--- src/rtl/rr_handshake_arbiter.sv ---
// rr_handshake_arbiter: N-way round-robin arbiter in front of a single
// registered valid/ready output stage. Search starts at rr_ptr and wraps
// modulo N; the pointer advances past each winner.
// Optional grant counters (16-bit, saturating) are built only when the
// ARB_GNT_CNT_EN macro is defined; otherwise the gnt_cnt port is absent.
module rr_handshake_arbiter #(
  parameter int N      = 4,
  parameter int DATA_W = 3,
  parameter int ID_W   = 2
) (
  input  logic                sys_clk,
  input  logic                sys_rst_n,
  input  logic [N-1:0]        s_valid,
  input  logic [N*DATA_W-1:0] s_data,
  output logic [N-1:0]        s_ready,
  output logic                m_valid,
  output logic [DATA_W-1:0]   m_data,
  output logic [ID_W-1:0]     m_id,
  input  logic                m_ready
`ifdef ARB_GNT_CNT_EN
  ,
  output logic [N*16-1:0]     gnt_cnt
`endif
);

  localparam logic [ID_W:0] N_W = (ID_W+1)'(N);

  logic              m_valid_q, m_valid_d;
  logic [DATA_W-1:0] m_data_q,  m_data_d;
  logic [ID_W-1:0]   m_id_q,    m_id_d;
  logic [ID_W-1:0]   rr_ptr_q,  rr_ptr_d;

  logic              load;
  logic              any_valid;
  logic              accept;
  logic [ID_W-1:0]   winner;
  logic [DATA_W-1:0] win_data;

  // Rotate requests so rr_ptr sits at bit 0, take the first set bit, then
  // map the offset back to an absolute index with an explicit modulo-N wrap.
  always_comb begin
    logic [2*N-1:0]  dbl;
    logic [N-1:0]    rot;
    logic [ID_W-1:0] off;
    logic [ID_W:0]   sum;
    logic            found;
    dbl   = {s_valid, s_valid} >> rr_ptr_q;
    rot   = dbl[N-1:0];
    off   = '0;
    found = 1'b0;
    for (int unsigned k = 0; k < N; k++) begin
      if (!found && rot[0]) begin
        found = 1'b1;
        off   = ID_W'(k);
      end
      rot = rot >> 1;
    end
    sum = {1'b0, rr_ptr_q} + {1'b0, off};
    if (sum >= N_W) sum = sum - N_W;
    winner = sum[ID_W-1:0];
  end

  // Select the winner's payload from the packed input bus.
  always_comb begin
    logic [N*DATA_W-1:0] sh;
    sh       = s_data >> (32'(winner) * DATA_W);
    win_data = sh[DATA_W-1:0];
  end

  assign any_valid = |s_valid;
  assign load      = !m_valid_q || m_ready;
  assign accept    = load && any_valid && sys_rst_n;

  // Single accept strobe toward the winning requester.
  always_comb begin
    s_ready = '0;
    if (accept) s_ready = N'(1) << winner;
  end

  // Output stage: load on accept, empty on drain without refill, else hold.
  always_comb begin
    logic [ID_W:0] nxt;
    m_valid_d = m_valid_q;
    m_data_d  = m_data_q;
    m_id_d    = m_id_q;
    rr_ptr_d  = rr_ptr_q;
    nxt       = {1'b0, winner} + (ID_W+1)'(1);
    if (nxt >= N_W) nxt = '0;
    if (accept) begin
      m_valid_d = 1'b1;
      m_data_d  = win_data;
      m_id_d    = winner;
      rr_ptr_d  = nxt[ID_W-1:0];
    end else if (load) begin
      m_valid_d = 1'b0;
    end
  end

  // Output stage and round-robin pointer registers.
  always_ff @(posedge sys_clk or negedge sys_rst_n) begin
    if (!sys_rst_n) begin
      m_valid_q <= 1'b0;
      m_data_q  <= '0;
      m_id_q    <= '0;
      rr_ptr_q  <= '0;
    end else begin
      m_valid_q <= m_valid_d;
      m_data_q  <= m_data_d;
      m_id_q    <= m_id_d;
      rr_ptr_q  <= rr_ptr_d;
    end
  end

  assign m_valid = m_valid_q;
  assign m_data  = m_data_q;
  assign m_id    = m_id_q;

`ifdef ARB_GNT_CNT_EN
  for (genvar g = 0; g < N; g++) begin : g_cnt
    logic [15:0] cnt_q, cnt_d;

    // Count accepts of requester g, sticking at all-ones.
    always_comb begin
      cnt_d = cnt_q;
      if (s_ready[g] && cnt_q != 16'hFFFF) cnt_d = cnt_q + 16'd1;
    end

    // Counter register, cleared only by reset.
    always_ff @(posedge sys_clk or negedge sys_rst_n) begin
      if (!sys_rst_n) cnt_q <= '0;
      else            cnt_q <= cnt_d;
    end

    assign gnt_cnt[g*16 +: 16] = cnt_q;
  end
`endif

endmodule

--- config.mk ---
export PLATFORM = sky130hd
export DESIGN_NAME = rr_handshake_arbiter
export DESIGN_NICKNAME = d
export VERILOG_FILES = /design/src/rtl/rr_handshake_arbiter.sv
export SDC_FILE = /design/constraint.sdc
export NUM_CORES = 1
export LEC_CHECK = 0
export BUFFER_PORTS_ARGS = -buffer_cell sky130_fd_sc_hd__buf_2
export CORE_MARGIN = 4
export CORE_UTILIZATION = 45
export CTS_CLUSTER_DIAMETER = 50
export DETAILED_ROUTE_END_ITERATION = 10
export GPL_TIMING_DRIVEN = 0
export HOLD_SLACK_MARGIN = 0.02
export PLACE_DENSITY = 0.77
export SLEW_MARGIN = 20
export SYNTH_ARGS = -nofsm -noshare
export SYNTH_HDL_FRONTEND = slang
export SYNTH_SLANG_ARGS = --single-unit
--- constraint.sdc ---
create_clock -name sys_clk -period 6.8 [get_ports sys_clk]
set_input_delay 1.36 -clock sys_clk [delete_from_list [all_inputs] [get_ports sys_clk]]
set_output_delay 1.36 -clock sys_clk [all_outputs]
set_load 0.1 [all_outputs]
==> out/qor.yml, run 1 <==
outcome:
  status: "finished clean"
clock_network:
  clk_latency_ps: 250
  cts_root_buffer: "clkbuf_4"
  postCtsHoldBufs: 0
  path_clk_slew_ps: 50
  cts_tree: "yes"
  cts_setup_buffers: 0
  clock-sinks: 8
  cts_buffers: 3
  cts_buffer_depth: 2
  post_cts_resized: 0
  htree_levels: 1
logic_synthesis:
  synth.area.top_cells: "dfrtp_1, mux2i_1, nand2_1"
  synth_area_leader_cell: "dfrtp_1"
  yosys_warnings: 0
  syn_nets: 100
  ys_ff_latch: 8
  yosysSeqAreaShare_pct: 30.48
  synth_cell_types: 30
  netlist_instances: 79
  syn_avg_cell_area_um2: 8.315
  synth_top_area_share_pct: 30.48
  synth_area_um2: 656.9
finish:
  final_core_util_pct: 62.48
  instances_no_fill: 124
  multiInputGateArea_um2: 415.4
  area_delta_synth_final_pct: 26.86
  final_cell_mix: "buf_2, nand2_1, dfrtp_1"
  regArea_um2: 200.2
  nets: 132
  num-fill-cells: 124
  drive_gt1_share_pct: 34.86
  antennaDiodeCount: 0
  layout.cells.most_common: "buf_2"
routing:
  dr.first_iter.drc_count: 3
  firstDrtPassIters: 4
  ant_nets: 0
  wirelength_um: 1525
  wl_per_cell_um: 12.30
  vias: 644
  via_per_inst: 5.194
  drc: 0
setup_path:
  worst-path-max-fanout: 7
  reg2reg_setup_slack_ps: 4310
  path_class: "input port to output pin"
  endpoint_kind: "output pin"
  reg2regPathDepth: 12
  cp_slowest_stage_delay_ps: 420
  crit_path_cell_trace: "buf_2, nor2b_1, a21oi_1, nor2_1, a211oi_1, a21oi_1, ha_1, xnor2_1, and4_1, or2_4, inv_2, ha_1, and2_1, buf_2"
  arrival_ps: 3620
  cp_slowest_cell: "buf_2"
  startpoint_type: "input port"
  cp.required_ps: 5440
sta:
  rsz0062_at_grt: "no"
  setup_viol: 0
  setup_tns_ps: 0
  fin_worst_hold_slack_ps: 480.3
  hold_viol_final: 0
  max_slew.worst_pin.slew_ps: 561.9
  slew_headroom_pct: 62.54
  max_freq_ghz: 0.2007
  period_needed_ps: 4982
  slew_viol_final: 0
  fin_skew_ps: 2.564
  finalCritPeriodShare_pct: 73.27
grt:
  grt_pass1_vias: 578
  grt_max_degree: 11
  globalRouteOverflowTotal: 0
  antenna_found_initial: 0
  grtUsageTotal_pct: 14.95
  grt_pass1_wl_um: 2352
floorplanning:
  initial_utilization_pct: 49.25
  die_h_um: 46.21
  core_area_um2: 1334
  io_pins: 29
  die-area_um2: 2135
  rows: 13
  dieWidth_um: 46.21
job:
  cap_violations: 0
placed_design:
  numPortBuffers: 27
  hpwl_um: 1220
  dp_cells: 121
  gp_congestion: 0.7353
worst_hold_path:
  worstHoldPathCells: 2
  hold_path_class: "flip-flop to flip-flop"
==> cells by family (layout without fill, tap and decap cells) <==
group | Yosys count | count (layout) | share of synthesized area [%]
adders and majority gates | 2 | 2 | 3.809
muxes | 6 | 6 | 9.143
AOI/OAI and AO/OA | 19 | 19 | 17.72
DFF | 8 | 8 | 30.48
xor gates and xnor gates | 1 | 1 | 1.334
buffers and inverters | 6 | 36 | 6.284
and+or+nand+nor | 37 | 37 | 31.24
==> through the flow <==
stage,setup WS (ps),area (µm²)
2_1_floorplan,731.4,656.9
3_3_place_gp,1871,810.8
3_5_place_dp,1837,810.8
4_1_cts,1816,833.3
5_1_grt,1644,833.3
6_report,1818,833.3
==> worst paths after layout <==
check	from	endpoint
min in group asynchronous	sys_rst_n	m_data[1]
max in group asynchronous	sys_rst_n	m_id[1]
setup reg to reg	rr_ptr_q[1]	m_data[2]
hold reg to reg	m_id[0]	m_id[0]
setup / recovery	s_valid[3]	s_ready[3]
hold / removal	m_id[0]	m_id[0]
==> Yosys cell counts, drive strengths merged <==
library cell / count
nor3b: 3
o41ai: 1
o311ai: 3
xnor2: 1
inv: 2
or2: 1
and3b: 2
dfrtp: 8
nor2: 7
and2: 1
o21ai: 8
ha: 2
nand2b: 2
a31oi: 1
a211oi: 1
and2b: 1
nand2: 13
nor3: 3
and4: 1
buf: 3
nor2b: 3
mux2i: 6
o21a: 1
clkbuf: 1
a21oi: 4
==> worst max-delay path, delay by kind of cell <==
family          cells  cell delay (ps)
simple gates        5              770
buf+inv             3              630
xor+xnor            1              130
fa+ha+maj           2              330
compound gates      3              410
==> flip-flops by register name, indices dropped and copies added (netlist names) <==
register	count
m_data	3
m_id	2
m_valid	1
rr_ptr_q	2
==> layout make-up <==
| class | instances | area share (%) |
|---|---|---|
| Buffer | 4 | 4.054 |
| Clock buffer | 3 | 2.703 |
| Sequential cell | 8 | 24.02 |
| Multi-Input combinational cell | 65 | 49.85 |
| Inverter | 2 | 0.9009 |
| Timing Repair Buffer | 27 | 16.22 |
| Tap cell | 15 | 2.252 |
==> per-layer routing <==
metal	vias up	GRT usage, %	part of all wire [%]	routed length, µm
li1	343	-	-	-
met1	282	19.76	44	672
met2	17	23.08	48	728
met3	2	2.734	7.2	110
met4	0	7.386	0.85	13
met5	-	0	0	0
Power of run 1 is left out: the tool's default activity adds up to more than one toggle a clock period on the data nets, which glitch-free logic cannot reach.
==> run 2, diff against run 1 <==
- CORE_UTILIZATION: 45 -> 41
- PLACE_DENSITY: 0.77 -> 0.74
- clock period: 6.8 -> 4.35 ns (I/O delays scaled with it)
==> out/qor.yml, run 2 (same netlist as run 1, synthesis figures left out) <==
clock_network:
  clock-sinks: 8  # unchanged
  cts_setup_buffers: 0  # unchanged
  clk_latency_ps: 260  # was 250 ps
  cts_buffers: 3  # unchanged
  htree_levels: 1  # unchanged
  path_clk_slew_ps: 60  # was 50 ps
  postCtsHoldBufs: 0  # unchanged
  post_cts_resized: 0  # unchanged
  cts_root_buffer: "clkbuf_4"  # unchanged
  cts_buffer_depth: 2  # unchanged
  cts_tree: "yes"  # unchanged
grt:
  grtUsageMet3_pct: 3.383  # was 2.734%
  grtUsageTotal_pct: 14.53  # was 14.95%
  grt_max_degree: 11  # unchanged
  antenna_found_initial: 0  # unchanged
  grt_pass1_wl_um: 2408  # was 2352 µm
  use_met2_pct: 27.70  # was 23.08%
  grt-busiest-layer: "met2"  # unchanged
  globalRouteOverflowTotal: 0  # unchanged
  grt_use_met1_pct: 16.44  # was 19.76%
  grt_pass1_vias: 595  # was 578
setup_path:
  arrival_ps: 3170  # was 3620 ps
  worst-path-max-fanout: 7  # unchanged
  cp_slowest_cell: "buf_2"  # unchanged
  startpoint_type: "input port"  # unchanged
  cp_slowest_stage_delay_ps: 420  # about the same
  path_class: "input port to output pin"  # unchanged
  endpoint_kind: "output pin"  # unchanged
  cp.required_ps: 3480  # was 5440 ps
  crit_path_cell_trace: "buf_2, nor2b_1, a21oi_1, nor2_1, a211oi_1, a21oi_1, ha_1, xnor2_1, and4_1, or2_4, inv_2, ha_1, and2_1, buf_2"  # unchanged
finish:
  nets: 132  # unchanged
  area_delta_synth_final_pct: 28.57  # was 26.86%
  largest_reg_flops: 3  # unchanged
  final_cell_mix: "buf_2, nand2_1, dfrtp_1"  # unchanged
  num-fill-cells: 137  # was 124
  drive_gt1_share_pct: 36.70  # was 34.86%
  antennaDiodeCount: 0  # unchanged
  layout.cells.most_common: "buf_2"  # unchanged
  final_core_util_pct: 56.06  # was 62.48%
routing:
  via_per_inst: 5.392  # was 5.194
  firstDrtPassIters: 3  # was 4
  dr.first_iter.drc_count: 10  # was 3
  ant_nets: 0  # unchanged
  wl_per_cell_um: 12.97  # was 12.30 µm
  wirelength_um: 1621  # was 1525 µm
  vias: 674  # was 644
  drc: 0  # unchanged
sta:
  fin_skew_ps: 7.218  # was 2.564 ps
  slew_headroom_pct: 61.20  # was 62.54%
  slew_viol_final: 0  # unchanged
  setup_viol: 0  # unchanged
  finalCritPeriodShare_pct: 92.80
  rsz0062_at_grt: "no"  # unchanged
  max_freq_ghz: 0.2477
  period_needed_ps: 4037
  hold_viol_final: 0  # unchanged
  max_slew.worst_pin.slew_ps: 581.9  # was 561.9 ps
placed_design:
  gp_congestion: 0.7760  # was 0.7353
  numPortBuffers: 27  # unchanged
  hpwl_um: 1285  # was 1220 µm
outcome:
  status: "finished clean"  # unchanged
floorplanning:
  die-area_um2: 2306  # was 2135 µm²
  initial_utilization_pct: 43.60  # was 49.25%
  core_area_um2: 1506  # was 1334 µm²
  dieWidth_um: 48.03  # was 46.21 µm
  rows: 14  # was 13
  die_h_um: 48.03  # was 46.21 µm
  io_pins: 29  # unchanged
job:
  cap_violations: 0  # unchanged
worst_hold_path:
  hold_path_class: "input port to async pin"  # was flip-flop to flip-flop
run 2: cell count changes in the layout (fill, tap and decap cells not counted):
| cell | change |
|---|---|
| nor3_1 | -2 |
| nor3_2 | +2 |
run 2: cell type report:
cell class | instances | area, µm² | share of cell area (%)
timing repair buffer | 27 | 135.1 | 16.00
multi-input combinational | 65 | 425.4 | 50.37
clock buffer | 3 | 22.52 | 2.667
tap | 16 | 20.02 | 2.370
inverter | 2 | 7.507 | 0.8889
buffer | 4 | 33.78 | 4.000
sequential | 8 | 200.2 | 23.70
run 2: path summary, 6_finish.rpt:
path                             start           to  slack (ps)  cells past startpoint
max                         s_valid[3]   s_ready[3]         310                     14
min                          sys_rst_n    m_data[1]         450                      1
max reg2reg                rr_ptr_q[1]    m_data[1]        1850                     12
min reg2reg                    m_id[0]      m_id[0]         470                      2
max in group asynchronous    sys_rst_n  rr_ptr_q[1]        3710                      1
min in group sys_clk           m_id[0]      m_id[0]         470                      2
run 2: critical path: cells and delay by family:
kind	cells	cell delay (ps)
xor gates and xnor gates	1	140
and+or+nand+nor	5	770
buffers and inverters	3	640
adders and majority gates	2	340
AOI/OAI and AO/OA	3	400
run 2: per-stage QoR:
stage | setup WS [ps] | instance area (µm²) | hold slack (ps) | instances | setup TNS [ps]
6_report | 313.0 | 844.6 | 448.8 | 125 | 0
4_1_cts | 330.2 | 844.6 | 462.7 | 125 | 0
3_5_place_dp | 300.8 | 822.0 | 461.6 | 122 | 0
3_3_place_gp | 384.1 | 822.0 | 458.9 | 122 | 0
5_1_grt | 141.5 | 844.6 | 455.0 | 125 | 0
2_1_floorplan | -32.59 | 666.9 | 574.4 | 79 | -32.59
run 2: routing by layer:
layer,vias to the layer above,share of wire [%]
met3,2,6.7
met1,310,40
met2,20,53
li1,342,-
met5,-,0
met4,0,0.49
Power of run 2 is left out for the same reason.
==> run 3, diff against run 2 <==
- ABC_AREA: default -> 1
- PLACE_DENSITY: 0.74 -> 0.73
==> out/qor.yml, run 3 <==
grt:
  grt_pass1_wl_um: 2732  # was 2408 µm
  grtUsageTotal_pct: 13.91  # was 14.53%
  grt_max_degree: 10  # was 11
  globalRouteOverflowTotal: 0  # unchanged
  grt_pass1_vias: 684  # was 595
  antenna_found_initial: 0  # unchanged
finish:
  area_delta_synth_final_pct: 27.09  # was 28.57%
  antennaDiodeCount: 0  # unchanged
  final_cell_mix: "buf_2, nand2_1, nand3_1"  # was buf_2, nand2_1, dfrtp_1
  largest_reg_flops: 3  # unchanged
  nets: 143  # was 132
  drive_gt1_share_pct: 41.67  # was 36.70%
  layout.cells.most_common: "buf_2"  # unchanged
  num-fill-cells: 152  # was 137
clock_network:
  cts_setup_buffers: 0  # unchanged
  post_cts_resized: 0  # unchanged
  path_clk_slew_ps: 50  # was 60 ps
  cts_buffers: 3  # unchanged
  cts_buffer_depth: 2  # unchanged
  cts_tree: "yes"  # unchanged
  clock-sinks: 8  # unchanged
  htree_levels: 1  # unchanged
  clk_latency_ps: 250  # was 260 ps
  cts_root_buffer: "clkbuf_4"  # unchanged
  postCtsHoldBufs: 0  # unchanged
sta:
  slew_headroom_pct: 67.28  # was 61.20%
  max_slew.worst_pin.slew_ps: 494.2  # was 581.9 ps
  finalCritPeriodShare_pct: 86.28  # was 92.80%
  fin_skew_ps: 1.077  # was 7.218 ps
  max_freq_ghz: 0.2664  # was 0.2477 GHz
  setup_viol: 0  # unchanged
  rsz0062_at_grt: "no"  # unchanged
  hold_viol_final: 0  # unchanged
  period_needed_ps: 3753  # was 4037 ps
  setup_tns_ps: 0  # unchanged
  slew_viol_final: 0  # unchanged
worst_hold_path:
  hold_path_class: "input port to async pin"  # unchanged
floorplanning:
  die_h_um: 48.56  # was 48.03 µm
  initial_utilization_pct: 44.25  # was 43.60%
  io_pins: 29  # unchanged
  rows: 14  # unchanged
  die-area_um2: 2358  # was 2306 µm²
  dieWidth_um: 48.56  # was 48.03 µm
  core_area_um2: 1524  # was 1506 µm²
routing:
  drc: 0  # unchanged
  firstDrtPassIters: 4  # was 3
  wirelength_um: 1508  # was 1621 µm
  dr.first_iter.drc_count: 17  # was 10
  ant_nets: 0  # unchanged
  via_per_inst: 5.022  # was 5.392
  vias: 683  # was 674
  wl_per_cell_um: 11.09  # was 12.97 µm
setup_path:
  path_class: "input port to output pin"  # unchanged
  crit_path_cell_trace: "buf_2, nand2_1, nand3_1, nand2_1, nand3_1, a21boi_0, ha_1, xnor2_1, nand3_4, nand2_4, ha_1, inv_1, nor2_1, buf_2"  # was buf_2, nor2b_1, a21oi_1, nor2_1, a211oi_1, a21oi_1, ha_1, xnor2_1, and4_1, or2_4, inv_2, ha_1, and2_1, buf_2
  startpoint_type: "input port"  # unchanged
  arrival_ps: 2880  # was 3170 ps
  cp.required_ps: 3480  # about the same
  cp_slowest_cell: "buf_2"  # unchanged
  endpoint_kind: "output pin"  # unchanged
  cp_slowest_stage_delay_ps: 430  # was 420 ps
  worst-path-max-fanout: 7  # unchanged
logic_synthesis:
  synth.area.top_cells: "dfrtp_1, nand2_1, nand3_1"  # was dfrtp_1, mux2i_1, nand2_1
  synth_cell_types: 19  # was 30
  synth_area_um2: 674.4  # was 656.9 µm²
  yosysMostFrequentCell: "nand2_1"  # unchanged
  synth_edf_count: 0  # unchanged
  syn_avg_cell_area_um2: 7.577  # was 8.315 µm²
  yosysSeqAreaShare_pct: 29.68  # was 30.48%
  synth_top_area_share_pct: 29.68  # was 30.48%
  ys_ff_latch: 8  # unchanged
  async_flop_share_pct: 100.0  # unchanged
  netlist_instances: 89  # was 79
  synth_flop_cell: "dfrtp_1"  # unchanged
  synth_area_leader_cell: "dfrtp_1"  # unchanged
  syn_nets: 110  # was 100
  yosys-top-cells-count: "nand2_1, nand3_1, dfrtp_1, nand2_2"  # was nand2_1, dfrtp_1, nor2_1, mux2i_1, o21ai_0
  yosys_warnings: 0  # unchanged
placed_design:
  hpwl_um: 1258  # was 1285 µm
  numPortBuffers: 28  # was 27
  gp_congestion: 0.7081  # was 0.7760
job:
  cap_violations: 0  # unchanged
outcome:
  status: "finished clean"  # unchanged
## run 3: cell families after synthesis
kind of cell	after synthesis	share of synthesized area (%)
mux	6	8.906
xor+xnor	1	1.299
simple gates	60	46.94
compound gates	3	2.598
fa+ha+maj	2	3.710
flops	8	29.68
buf+inv	9	6.865
## run 3: layout make-up
class / count / area, µm² / share of cell area, %
Buffer: 1 / 11.26 / 1.314
Multi-Input combinational cell: 72 / 427.9 / 49.93
Inverter: 8 / 35.03 / 4.088
Sequential cell: 8 / 200.2 / 23.36
Tap cell: 16 / 20.02 / 2.336
Clock buffer: 3 / 22.52 / 2.628
Timing Repair Buffer: 28 / 140.1 / 16.35
## run 3: worst max-delay path, delay by kind of cell
family / cells / cell delay, ps
AO/OA/AOI/OAI: 1 / 170
AND/OR/NAND/NOR: 7 / 730
adder cells (fa/ha/maj): 2 / 330
buffers and inverters: 3 / 590
XOR/XNOR: 1 / 200
## run 3: final timing paths
check	start	to	slack [ps]	cells past startpoint
setup / recovery	s_valid[3]	s_ready[3]	600	14
hold / removal	sys_rst_n	m_valid	460	1
setup reg to reg	rr_ptr_q[0]	rr_ptr_q[1]	2030	14
hold reg to reg	m_id[0]	m_id[0]	480	2
max in group asynchronous	sys_rst_n	m_data[1]	3710	1
min in group sys_clk	m_id[0]	m_id[0]	480	2
## run 3: routing by layer
layer	part of all wire, %	global-route usage (%)
met5	0	0
met4	2.4	8.072
met3	5.8	1.227
met2	52	24.35
met1	40	16.20
## run 3: stage by stage
step | worst slack [ps] | hold WS [ps] | util, % | instance area [µm²] | instances
2_1_floorplan | 115.8 | 574.4 | - | 674.4 | 89
3_3_place_gp | 593.6 | 459.0 | 54.76 | 834.6 | 133
3_5_place_dp | 578.2 | 467.0 | 54.76 | 834.6 | 133
4_1_cts | 578.0 | 461.6 | 56.24 | 857.1 | 136
5_1_grt | 386.7 | 457.7 | 56.24 | 857.1 | 136
6_report | 596.7 | 462.8 | 56.24 | 857.1 | 136
Power of run 3 is left out for the same reason.
